[config.mk]
export PLATFORM = sky130hd
export DESIGN_NAME = shift_reg_p2s
export DESIGN_NICKNAME = d
export VERILOG_FILES = /design/src/rtl/shift_reg_pkg.sv /design/src/rtl/shift_reg_p2s_dff_ar.sv /design/src/rtl/shift_reg_p2s.sv
export SDC_FILE = /design/constraint.sdc
export NUM_CORES = 1
export LEC_CHECK = 0
export ABC_AREA = 0
export CAP_MARGIN = 20
export CORE_ASPECT_RATIO = 0.7
export CORE_MARGIN = 1.5
export CORE_UTILIZATION = 46
export DETAILED_ROUTE_END_ITERATION = 12
export PLACE_DENSITY = 0.83
export SLEW_MARGIN = 10
export SYNTH_ARGS = -nofsm -noshare
export SYNTH_HDL_FRONTEND = slang
export SYNTH_SLANG_ARGS = --single-unit
[constraint.sdc]
create_clock -name C -period 1.7 [get_ports C]
set_input_delay 0.34 -clock C [delete_from_list [all_inputs] [get_ports C]]
set_output_delay 0.34 -clock C [all_outputs]
set_load 0.02 [all_outputs]
[src/rtl/shift_reg_pkg.sv]
// Shared definitions for the parallel-to-serial shift register:
// FSM state encoding and default register length.
package shift_reg_pkg;

   localparam int WIDTH_DEF = 8;

   typedef enum logic [1:0] {
      IDLE    = 2'b00,
      SHIFT   = 2'b01,
      DONE_ST = 2'b10
   } state_t;

endpackage

[src/rtl/shift_reg_p2s_dff_ar.sv]
// Single D flip-flop with asynchronous active-high clear; one instance per
// shift-register bit.
module dff_ar (
   input  logic clk,
   input  logic clr,
   input  logic d,
   output logic q
);

   always_ff @(posedge clk or posedge clr) begin
      if (clr) q <= 1'b0;
      else     q <= d;
   end

endmodule

[src/rtl/shift_reg_p2s.sv]
// Parallel-load, MSB-first serial-out shift register with frame sequencing.
//   state   | meaning
//   IDLE    | waiting for LD; Q holds
//   SHIFT   | shifting one bit per EN=1 edge, WIDTH shifts per frame
//   DONE_ST | one-cycle end-of-frame pulse; LD ignored
module shift_reg_p2s
   import shift_reg_pkg::*;
#(
   parameter int WIDTH = WIDTH_DEF
) (
   input  logic             C,
   input  logic             R,
   input  logic             LD,
   input  logic [WIDTH-1:0] P,
   input  logic             SI,
   input  logic             EN,
   output logic             SO,
   output logic [WIDTH-1:0] Q,
   output logic             BUSY,
   output logic             DONE
);

   localparam int CNT_W = $clog2(WIDTH) + 1;
   localparam logic [CNT_W-1:0] CNT_LAST = CNT_W'(WIDTH - 1);

   state_t           state, state_nx;
   logic [CNT_W-1:0] cnt, cnt_nx;
   logic [WIDTH-1:0] q_nx;

   for (genvar i = 0; i < WIDTH; i++) begin : g_bit
      dff_ar u_bit (
         .clk (C),
         .clr (R),
         .d   (q_nx[i]),
         .q   (Q[i])
      );
   end

   assign SO = Q[WIDTH-1];

   // BUSY/DONE are registered from the next state so they line up with state.
   always_ff @(posedge C or posedge R) begin
      if (R) begin
         state <= IDLE;
         cnt   <= '0;
         BUSY  <= 1'b0;
         DONE  <= 1'b0;
      end else begin
         state <= state_nx;
         cnt   <= cnt_nx;
         BUSY  <= (state_nx == SHIFT);
         DONE  <= (state_nx == DONE_ST);
      end
   end

   always_comb begin
      state_nx = state;
      cnt_nx   = cnt;
      q_nx     = Q;
      case (state)
         IDLE: begin
            if (LD) begin
               q_nx     = P;
               cnt_nx   = '0;
               state_nx = SHIFT;
            end
         end
         SHIFT: begin
            if (EN) begin
               q_nx   = {Q[WIDTH-2:0], SI};
               cnt_nx = cnt + 1'b1;
               if (cnt == CNT_LAST) state_nx = DONE_ST;
            end
         end
         DONE_ST: state_nx = IDLE;
         default: state_nx = IDLE;
      endcase
   end

endmodule

==> flow_metrics.tcl, run 1 <==
set metrics [dict create \
    start_kind "flop" \
    nFillCells 145 \
    cts_root_buffer "clkbuf_4" \
    setup_tns_ns 0 \
    design_area_um2 1122 \
    syn_nets 87 \
    ios 24 \
    gp_congestion 0.7100 \
    drv_slew 0 \
    rows 12 \
    ir_drop_mv 1.263 \
    diodes 0 \
    postSynthCellCount 73 \
    area_delta_synth_final_pct 28.51 \
    cp_top_family "buffers and inverters" \
    fin_crit_sh_pct 96.20 \
    rrSetupSlack_ns 0.21 \
    critical_path.endpoint "Q[0]" \
    leakagePower_nw 0.5043 \
    cp_data_arrival_time_ns 1.30 \
    cts_buffers 3 \
    yosysTopAreaCellShare_pct 45.85 \
    r2r_cells 3 \
    crit_buf_inv 1 \
    critPathCaptureType "output port" \
    grt.total_usage_pct 18.27 \
    fin_crit_ns 1.635 \
    slew_headroom_pct 80.75 \
    rsz0062_at_grt "false" \
    grt_overflow_total 0 \
    placed_cell_area_um2 1081 \
    drtPass1Iterations 4 \
    worstSetupPathType "flop to output port" \
    worstHoldPathType "primary input to async pin" \
    setup_violations 0 \
    dieArea_um2 2173 \
    insertion_delay_ns 0.29 \
    grt_pass1_wl_mm 2.622 \
    num_vias 600 \
    finalHoldViolCount 0 \
    fin_nets 109 \
    fp.dieH_um 39.46 \
    crit_path_top_delay_cell "clkdlybuf4s50_1" \
    synth_area_leader_cell "dfrtp_1" \
    drtIter0Drc 20 \
    crit_cells 1 \
    fmax_ghz 0.6115 \
    wl_per_cell_um 13.40 \
    crit_path_start "g_bit[0].u_bit.q" \
    syn_area_um2 873.3 \
    start_util_pct 51.93 \
    synth_area_per_cell_um2 11.96 \
    synth_area_leaders "dfrtp_1, mux2_4, buf_4" \
    grt_pass1_vias 606 \
    finClkSkew_ns 0.001944 \
    r2r_end "g_bit[5].u_bit.q" \
    drive_gt1_share_pct 28.72 \
    finalWirelength_mm 1.541 \
    r2r-start "state[0]" \
    ys_ff_latch 16 \
    via_per_inst 5.217 \
    ys_seq_area_share_pct 45.85 \
    cts.htree.levels 1 \
    synth_warnings 0 \
    clock-sinks 16 \
    die-width_um 55.08 \
    io_buffers 23 \
    synth.distinct_cells 26 \
    power_density_nw_per_um2 1650 \
    crit_required_ns 1.36 \
    cp_max_fo 3 \
    slowest_delay_ns 0.62 \
    grt_max_degree 17 \
    dp_hpwl_mm 1.155 \
    worstPathCellList "clkdlybuf4s50_1" \
    cts_hold_buffers 0 \
    postRouteAntennaNets 0 \
    clockBufferDepth 2 \
    status "finished clean" \
    tightest_slew_ns 0.2881 \
    antenna_found_initial 0 \
    core-area_um2 1682 \
    drv_cap 0 \
    route.detailed.drc 0 \
    power.total_w 0.001852 \
    path_clk_slew_ns 0.09 \
    cts_tree "built" \
]
logic make-up (layout without fill, tap and decap cells):
kind of cell               Yosys count  count (layout)  synth area share (%)
AOI/OAI and AO/OA                   12              12                 11.18
DFF                                 16              16                 45.84
adders and majority gates            1               1                 1.432
buffers and inverters               14              35                 11.60
and+or+nand+nor                     20              20                 13.32
muxes                               10              10                 16.62
what timing repair did:
| item | in CTS | in global routing |
|---|---|---|
| buffers inserted | 0 | 0 |
| gates resized for setup | 0 | 2 |
| setup endpoints to repair | 0 | 2 |
| hold endpoints to repair | 0 | 0 |
how the worst min path moves through the flow:
stage	cells after the start	endpoint	slack (ns)
finish	3	g_bit[5].u_bit.q	0.35
global route	3	g_bit[1].u_bit.q	0.39
CTS	3	g_bit[3].u_bit.q	0.35
detailed placement	1	cnt[0]	0.52
global placement	2	cnt[3]	0.51
floorplan	1	BUSY	0.25
flip-flops by register name, summed over array words and instances (netlist names):
name / cells
g_bit.u_bit.q: 8
cnt: 4
state: 2
BUSY: 1
DONE: 1
layout by cell type (no fill, tap or decap), drive strengths merged, types with 2 or more instances in the layout:
cell type and n:
buf 6, clkbuf 4, clkdlybuf4s50 21, dfrtp 16
dlymetal6s2s 2, inv 2, mux2 9, nand2 3
nand2b 3, nand3 2, nor2 7, o21ai 3
o221a 4
cell usage after synthesis:
| cell type | n |
|---|---|
| nand2b_1 | 3 |
| mux2_4 | 8 |
| inv_1 | 2 |
| o21ai_0 | 3 |
| nand3_1 | 2 |
| ha_1 | 1 |
| a22o_1 | 1 |
| dfrtp_1 | 16 |
| nand2_1 | 3 |
| o221a_2 | 4 |
| o22ai_1 | 1 |
| or2b_1 | 1 |
| o21bai_1 | 1 |
| nor2b_4 | 1 |
| mux2_2 | 1 |
| buf_6 | 2 |
| nor2_4 | 1 |
| a211oi_1 | 1 |
| nor2_1 | 6 |
| nand3b_1 | 1 |
| o31ai_1 | 1 |
| clkbuf_1 | 1 |
| buf_4 | 9 |
| or2_2 | 1 |
| mux2i_2 | 1 |
| nor3b_1 | 1 |
power breakdown:
part,total [W],internal [W],switching [W]
Clock,0.000253,0.000131,0.000123
Combinational,0.000936,0.000550,0.000386
Sequential,0.000663,0.000533,0.000130
metal layers:
layer	track usage (%)	vias up	wire, µm
li1	-	288	-
met3	8.015	0	127
met2	28.27	23	685
met4	5.488	0	0
met1	22.93	289	728
met5	0	-	0
through the flow:
step                hold WS, ns  util (%)  worst slack [ns]  cells
floorplan                0.2537         -            0.3183     73
global placement         0.5093     64.29           0.03704    111
detailed placement       0.5213     64.29           0.02301    111
CTS                      0.3509     66.44           0.04943    115
global route             0.3919     66.74          0.006207    115
finish                   0.3489     66.74           0.06461    115
cell type report:
cell class	count	area [µm²]	area share (%)
flip-flops and latches	16	400.4	35.67
multi-input cells	43	371.6	33.11
repair buffers	29	280.3	24.97
clock buffers	4	36.28	3.233
well taps	21	26.28	2.341
inverters	2	7.507	0.6689
Note: power is estimated with default switching activity, not from simulation.
==> inputs of run 2 (changes only) <==
Clock period 1.7 ns to 1.71 ns, I/O delays scaled along.
==> run 2 against run 1 <==
  * Clock skew increased by 0.0018 ns
  * Critical path depth unchanged
  * Sequential cell count unchanged
  * Non-clock buffer count unchanged
  * Register-to-register slack about the same
  * Largest power group unchanged
==> flow_metrics.tcl, run 2 (synthesis results as in run 1) <==
set metrics [dict create \
    status "finished clean" \
    start_util_pct 51.93 \
    setup_violations 0 \
    cts_tree "built" \
    final_common_cell "clkdlybuf4s50_1" \
    fin_nets 109 \
    gp_congestion 0.7100 \
    die-width_um 55.08 \
    p_clk_share_pct 13.5 \
    cts_buffers 3 \
    crit_buf_inv 1 \
    layout_common_cells "clkdlybuf4s50_1, dfrtp_1, mux2_4" \
    insertion_delay_ns 0.29 \
    worstSetupPathType "flop to output port" \
    drtIter0Drc 9 \
    fin_crit_ns 1.636 \
    cp_max_fo 3 \
    grt_pass1_vias 568 \
    wl_per_cell_um 13.05 \
    swShare_pct 34.38 \
    worstPathCellList "clkdlybuf4s50_1" \
    slowest_delay_ns 0.62 \
    critPathCaptureType "output port" \
    start_kind "flop" \
    cts.htree.levels 1 \
    ios 24 \
    finish.utilization_pct 66.59 \
    route.detailed.drc 0 \
    drv_slew 0 \
    setup_tns_ns 0 \
    core-area_um2 1682 \
    power_density_nw_per_um2 1644 \
    cts_root_buffer "clkbuf_4" \
    drive_gt1_share_pct 28.72 \
    largest_registers "g_bit.u_bit.q x8, cnt x4, state x2" \
    drtPass1Iterations 4 \
    p_switching_w 0.0006329 \
    tightest_slew_ns 0.3100 \
    grt_overflow_total 0 \
    grt_max_degree 17 \
    cp_data_arrival_time_ns 1.29 \
    cp_top_family "buffers and inverters" \
    crit_path_top_delay_cell "clkdlybuf4s50_1" \
    finalHoldViolCount 0 \
    crit_path_start "g_bit[0].u_bit.q" \
    top_register "g_bit.u_bit.q" \
    worstHoldPathType "primary input to async pin" \
    cts_setup_buffers 0 \
    diodes 0 \
    rsz0062_at_grt "false" \
    fin_cells 115 \
    finalWirelength_mm 1.501 \
    antenna_found_initial 0 \
    power_frac_comb_pct 50.6 \
    slew_headroom_pct 79.29 \
    fmax_ghz 0.6112 \
    num_vias 588 \
    fin_crit_sh_pct 95.68 \
    clockBufferDepth 2 \
    largest_register_ffs 8 \
    grt_pass1_wl_mm 2.566 \
    grt.total_usage_pct 17.97 \
    crit_required_ns 1.37 \
    path_clk_slew_ns 0.09 \
    dp_cells 111 \
    postCtsResizedCells 0 \
    hold_ws_ns 0.3544 \
    leakagePower_nw 0.4984 \
    r2r-start "state[0]" \
    fp.dieH_um 39.46 \
    io_buffers 23 \
    area_delta_synth_final_pct 28.22 \
    via_per_inst 5.113 \
    finClkSkew_ns 0.003720 \
    cts_hold_buffers 0 \
    dieArea_um2 2173 \
    ir_drop_mv 1.252 \
    drv_cap 0 \
    p_seq_share_pct 35.9 \
    p_int_w 0.001208 \
    clock-sinks 16 \
    rows 12 \
    postRouteAntennaNets 0 \
    dp_hpwl_mm 1.168 \
]
-- run 2: cell count changes in the layout (fill, tap and decap cells not counted), sizes merged --
cell | before | now
dlymetal6s2s | 2 | 1
clkdlybuf4s50 | 21 | 22
-- run 2: worst paths after layout --
check	cells after the start	endpoint	slack (ns)
setup reg to reg	3	g_bit[5].u_bit.q	0.21
hold reg to reg	1	cnt[0]	0.53
hold / removal	3	g_bit[3].u_bit.q	0.35
max in group asynchronous	3	cnt[1]	1.18
min in group C	1	cnt[0]	0.53
setup / recovery	1	Q[0]	0.07
-- run 2: stage by stage --
step / power [W] / worst slack, ns / instance area, µm²
final: 0.001841 / 0.07388 / 1120
after global routing: 0.001978 / 0.005149 / 1120
after CTS: 0.001865 / 0.06030 / 1117
after detailed placement: 0.001611 / 0.01811 / 1081
after global placement: 0.001572 / 0.04508 / 1081
after floorplan: 0.001409 / 0.3283 / 873.3
-- run 2: final cells by class --
class                      instances  area [µm²]
inverter                           2       7.507
clock buffer                       4       36.28
sequential                        16       400.4
fill                             152       561.8
multi-input combinational         43       371.6
timing repair buffer              29       277.8
tap                               21       26.28
-- run 2: per-layer routing --
layer	wire (µm)	GRT usage [%]
met5	0	0
met4	0	3.659
met3	116	8.015
met2	663	25.89
met1	722	24.70
-- run 2: power by group through the flow --
stage | Sequential, W | Combinational [W] | Clock [W]
final | 0.000661 | 0.000931 | 0.000249
after floorplan | 0.000648 | 0.000761 | 0
after CTS | 0.000662 | 0.000947 | 0.000256
after detailed placement | 0.000666 | 0.000944 | 0
after global placement | 0.000659 | 0.000913 | 0
after global routing | 0.000685 | 0.00101 | 0.000280
==> inputs of run 3 (changes only) <==
Settings changed: CORE_UTILIZATION 46 to 40, PLACE_DENSITY 0.83 to 0.74.
==> run 3 against run 2 <==
  * Final cell count unchanged
  * First-iteration DRC count increased by 11%
  * Setup slack got worse by 0.0076 ns
  * Register-to-register slack about the same
  * Clock skew about the same
  * Global-route usage decreased by 4.0 points
  * Critical path depth unchanged
  * Clock power about the same
  * Sequential share of layout area increased by 0.20 points
  * Hold slack got worse by 0.0066 ns
  * Fmax decreased by 0.46%
  * Non-clock buffer count decreased by 1
  * Largest cell class unchanged
  * Highest routed layer unchanged
==> flow_metrics.tcl, run 3 (synthesis results as in run 1) <==
set metrics [dict create \
    fin_nets 108 \
    area_delta_synth_final_pct 27.51 \
    via_per_inst 4.991 \
    drtIter0Drc 10 \
    worstHoldPathType "primary input to async pin" \
    ios 24 \
    dieArea_um2 2477 \
    fp.dieH_um 42.10 \
    drv_slew 0 \
    drv_cap 0 \
    finalHoldViolCount 0 \
    core-area_um2 1952 \
    diodes 0 \
    ir_drop_mv 0.7061 \
    die-width_um 58.85 \
    rows 13 \
    slew_headroom_pct 80.25 \
    p_switching_w 0.0006354 \
    critPathCaptureType "output port" \
    power_frac_comb_pct 50.3 \
    top_register "g_bit.u_bit.q" \
    cts.htree.levels 1 \
    r2r-start "state[0]" \
    cts_hold_buffers 0 \
    hold_ws_ns 0.3478 \
    cp_top_family "buffers and inverters" \
    finalWirelength_mm 1.548 \
    drive_gt1_share_pct 27.96 \
    clock-sinks 16 \
    crit_path_top_delay_cell "clkdlybuf4s50_1" \
    io_buffers 23 \
    layout_common_cells "clkdlybuf4s50_1, dfrtp_1, mux2_4" \
    cts_tree "built" \
    antenna_found_initial 0 \
    route.detailed.drc 0 \
    drtPass1Iterations 3 \
    nFillCells 192 \
    cts_buffers 3 \
    power_density_nw_per_um2 1649 \
    final_common_cell "clkdlybuf4s50_1" \
    rsz0062_at_grt "false" \
    fin_crit_ns 1.644 \
    grt.total_usage_pct 14.00 \
    insertion_delay_ns 0.29 \
    start_util_pct 44.74 \
    cp_data_arrival_time_ns 1.30 \
    p_int_w 0.001201 \
    worstPathCellList "clkdlybuf4s50_1" \
    cp_max_fo 3 \
    grt_max_degree 17 \
    gp_congestion 0.7224 \
    grt_overflow_total 0 \
    p_clk_share_pct 13.7 \
    setup_violations 0 \
    fmax_ghz 0.6084 \
    tightest_slew_ns 0.2956 \
    crit_required_ns 1.37 \
    leakagePower_nw 0.4941 \
    worstSetupPathType "flop to output port" \
    finClkSkew_ns 0.003509 \
    p_seq_share_pct 36.0 \
    wl_per_cell_um 13.46 \
    crit_path_start "g_bit[0].u_bit.q" \
    postRouteAntennaNets 0 \
    fin_crit_sh_pct 96.12 \
    swShare_pct 34.59 \
    status "finished clean" \
    grt_pass1_vias 588 \
    dp_hpwl_mm 1.162 \
    setup_tns_ns 0 \
    cts_root_buffer "clkbuf_4" \
    path_clk_slew_ns 0.10 \
    slowest_delay_ns 0.62 \
    start_kind "flop" \
    grt_pass1_wl_mm 2.608 \
    largest_registers "g_bit.u_bit.q x8, cnt x4, state x2" \
    num_vias 574 \
    crit_buf_inv 1 \
    largest_register_ffs 8 \
    clockBufferDepth 2 \
]
[run 3: power groups by stage]
stage / clock, W / combinational (W) / sequential, W
6_report: 0.000252 / 0.000924 / 0.000661
5_1_grt: 0.000273 / 0.000997 / 0.000689
4_1_cts: 0.000259 / 0.000935 / 0.000662
3_5_place_dp: 0 / 0.000934 / 0.000664
3_3_place_gp: 0 / 0.000903 / 0.000664
2_1_floorplan: 0 / 0.000761 / 0.000648
[run 3: per-stage QoR]
step                      power (W)  setup WS [ns]  area, µm²  utilization (%)  cells
after floorplan            0.001409         0.3283      873.3                -     73
final                      0.001837        0.06629       1114            57.05    115
after global placement     0.001566        0.04979       1075            55.06    111
after global routing       0.001960        0.02106       1114            57.05    115
after CTS                  0.001856        0.04505       1111            56.92    115
after detailed placement   0.001598        0.02667       1075            55.06    111
[run 3: worst paths after layout]
path	end	slack (ns)	depth (start not counted)
setup / recovery	Q[0]	0.07	1
setup reg to reg	g_bit[6].u_bit.q	0.22	3
hold / removal	cnt[2]	0.35	3
min in group C	cnt[0]	0.53	1
max in group asynchronous	cnt[0]	1.18	3
hold reg to reg	cnt[0]	0.53	1
[run 3: timing repair]
action,4_1_cts,5_1_grt
buffers inserted,0,0
endpoints found under the hold margin,0,0
setup endpoints to repair,0,1
gates resized for setup,0,1
[run 3: cell type report]
type	count	area [µm²]	area share [%]
multi-input combinational	43	371.6	33.37
sequential	16	400.4	35.95
clock buffer	4	36.28	3.258
inverter	2	7.507	0.6742
tap	22	27.53	2.472
timing repair buffer	28	270.3	24.27
[run 3: metal layers]
layer	GRT usage [%]	up-vias	routed length (µm)
met5	0	-	0
met4	1.364	0	0
met3	6.173	0	121
met2	20.89	21	616
met1	19.39	270	811
li1	-	283	-
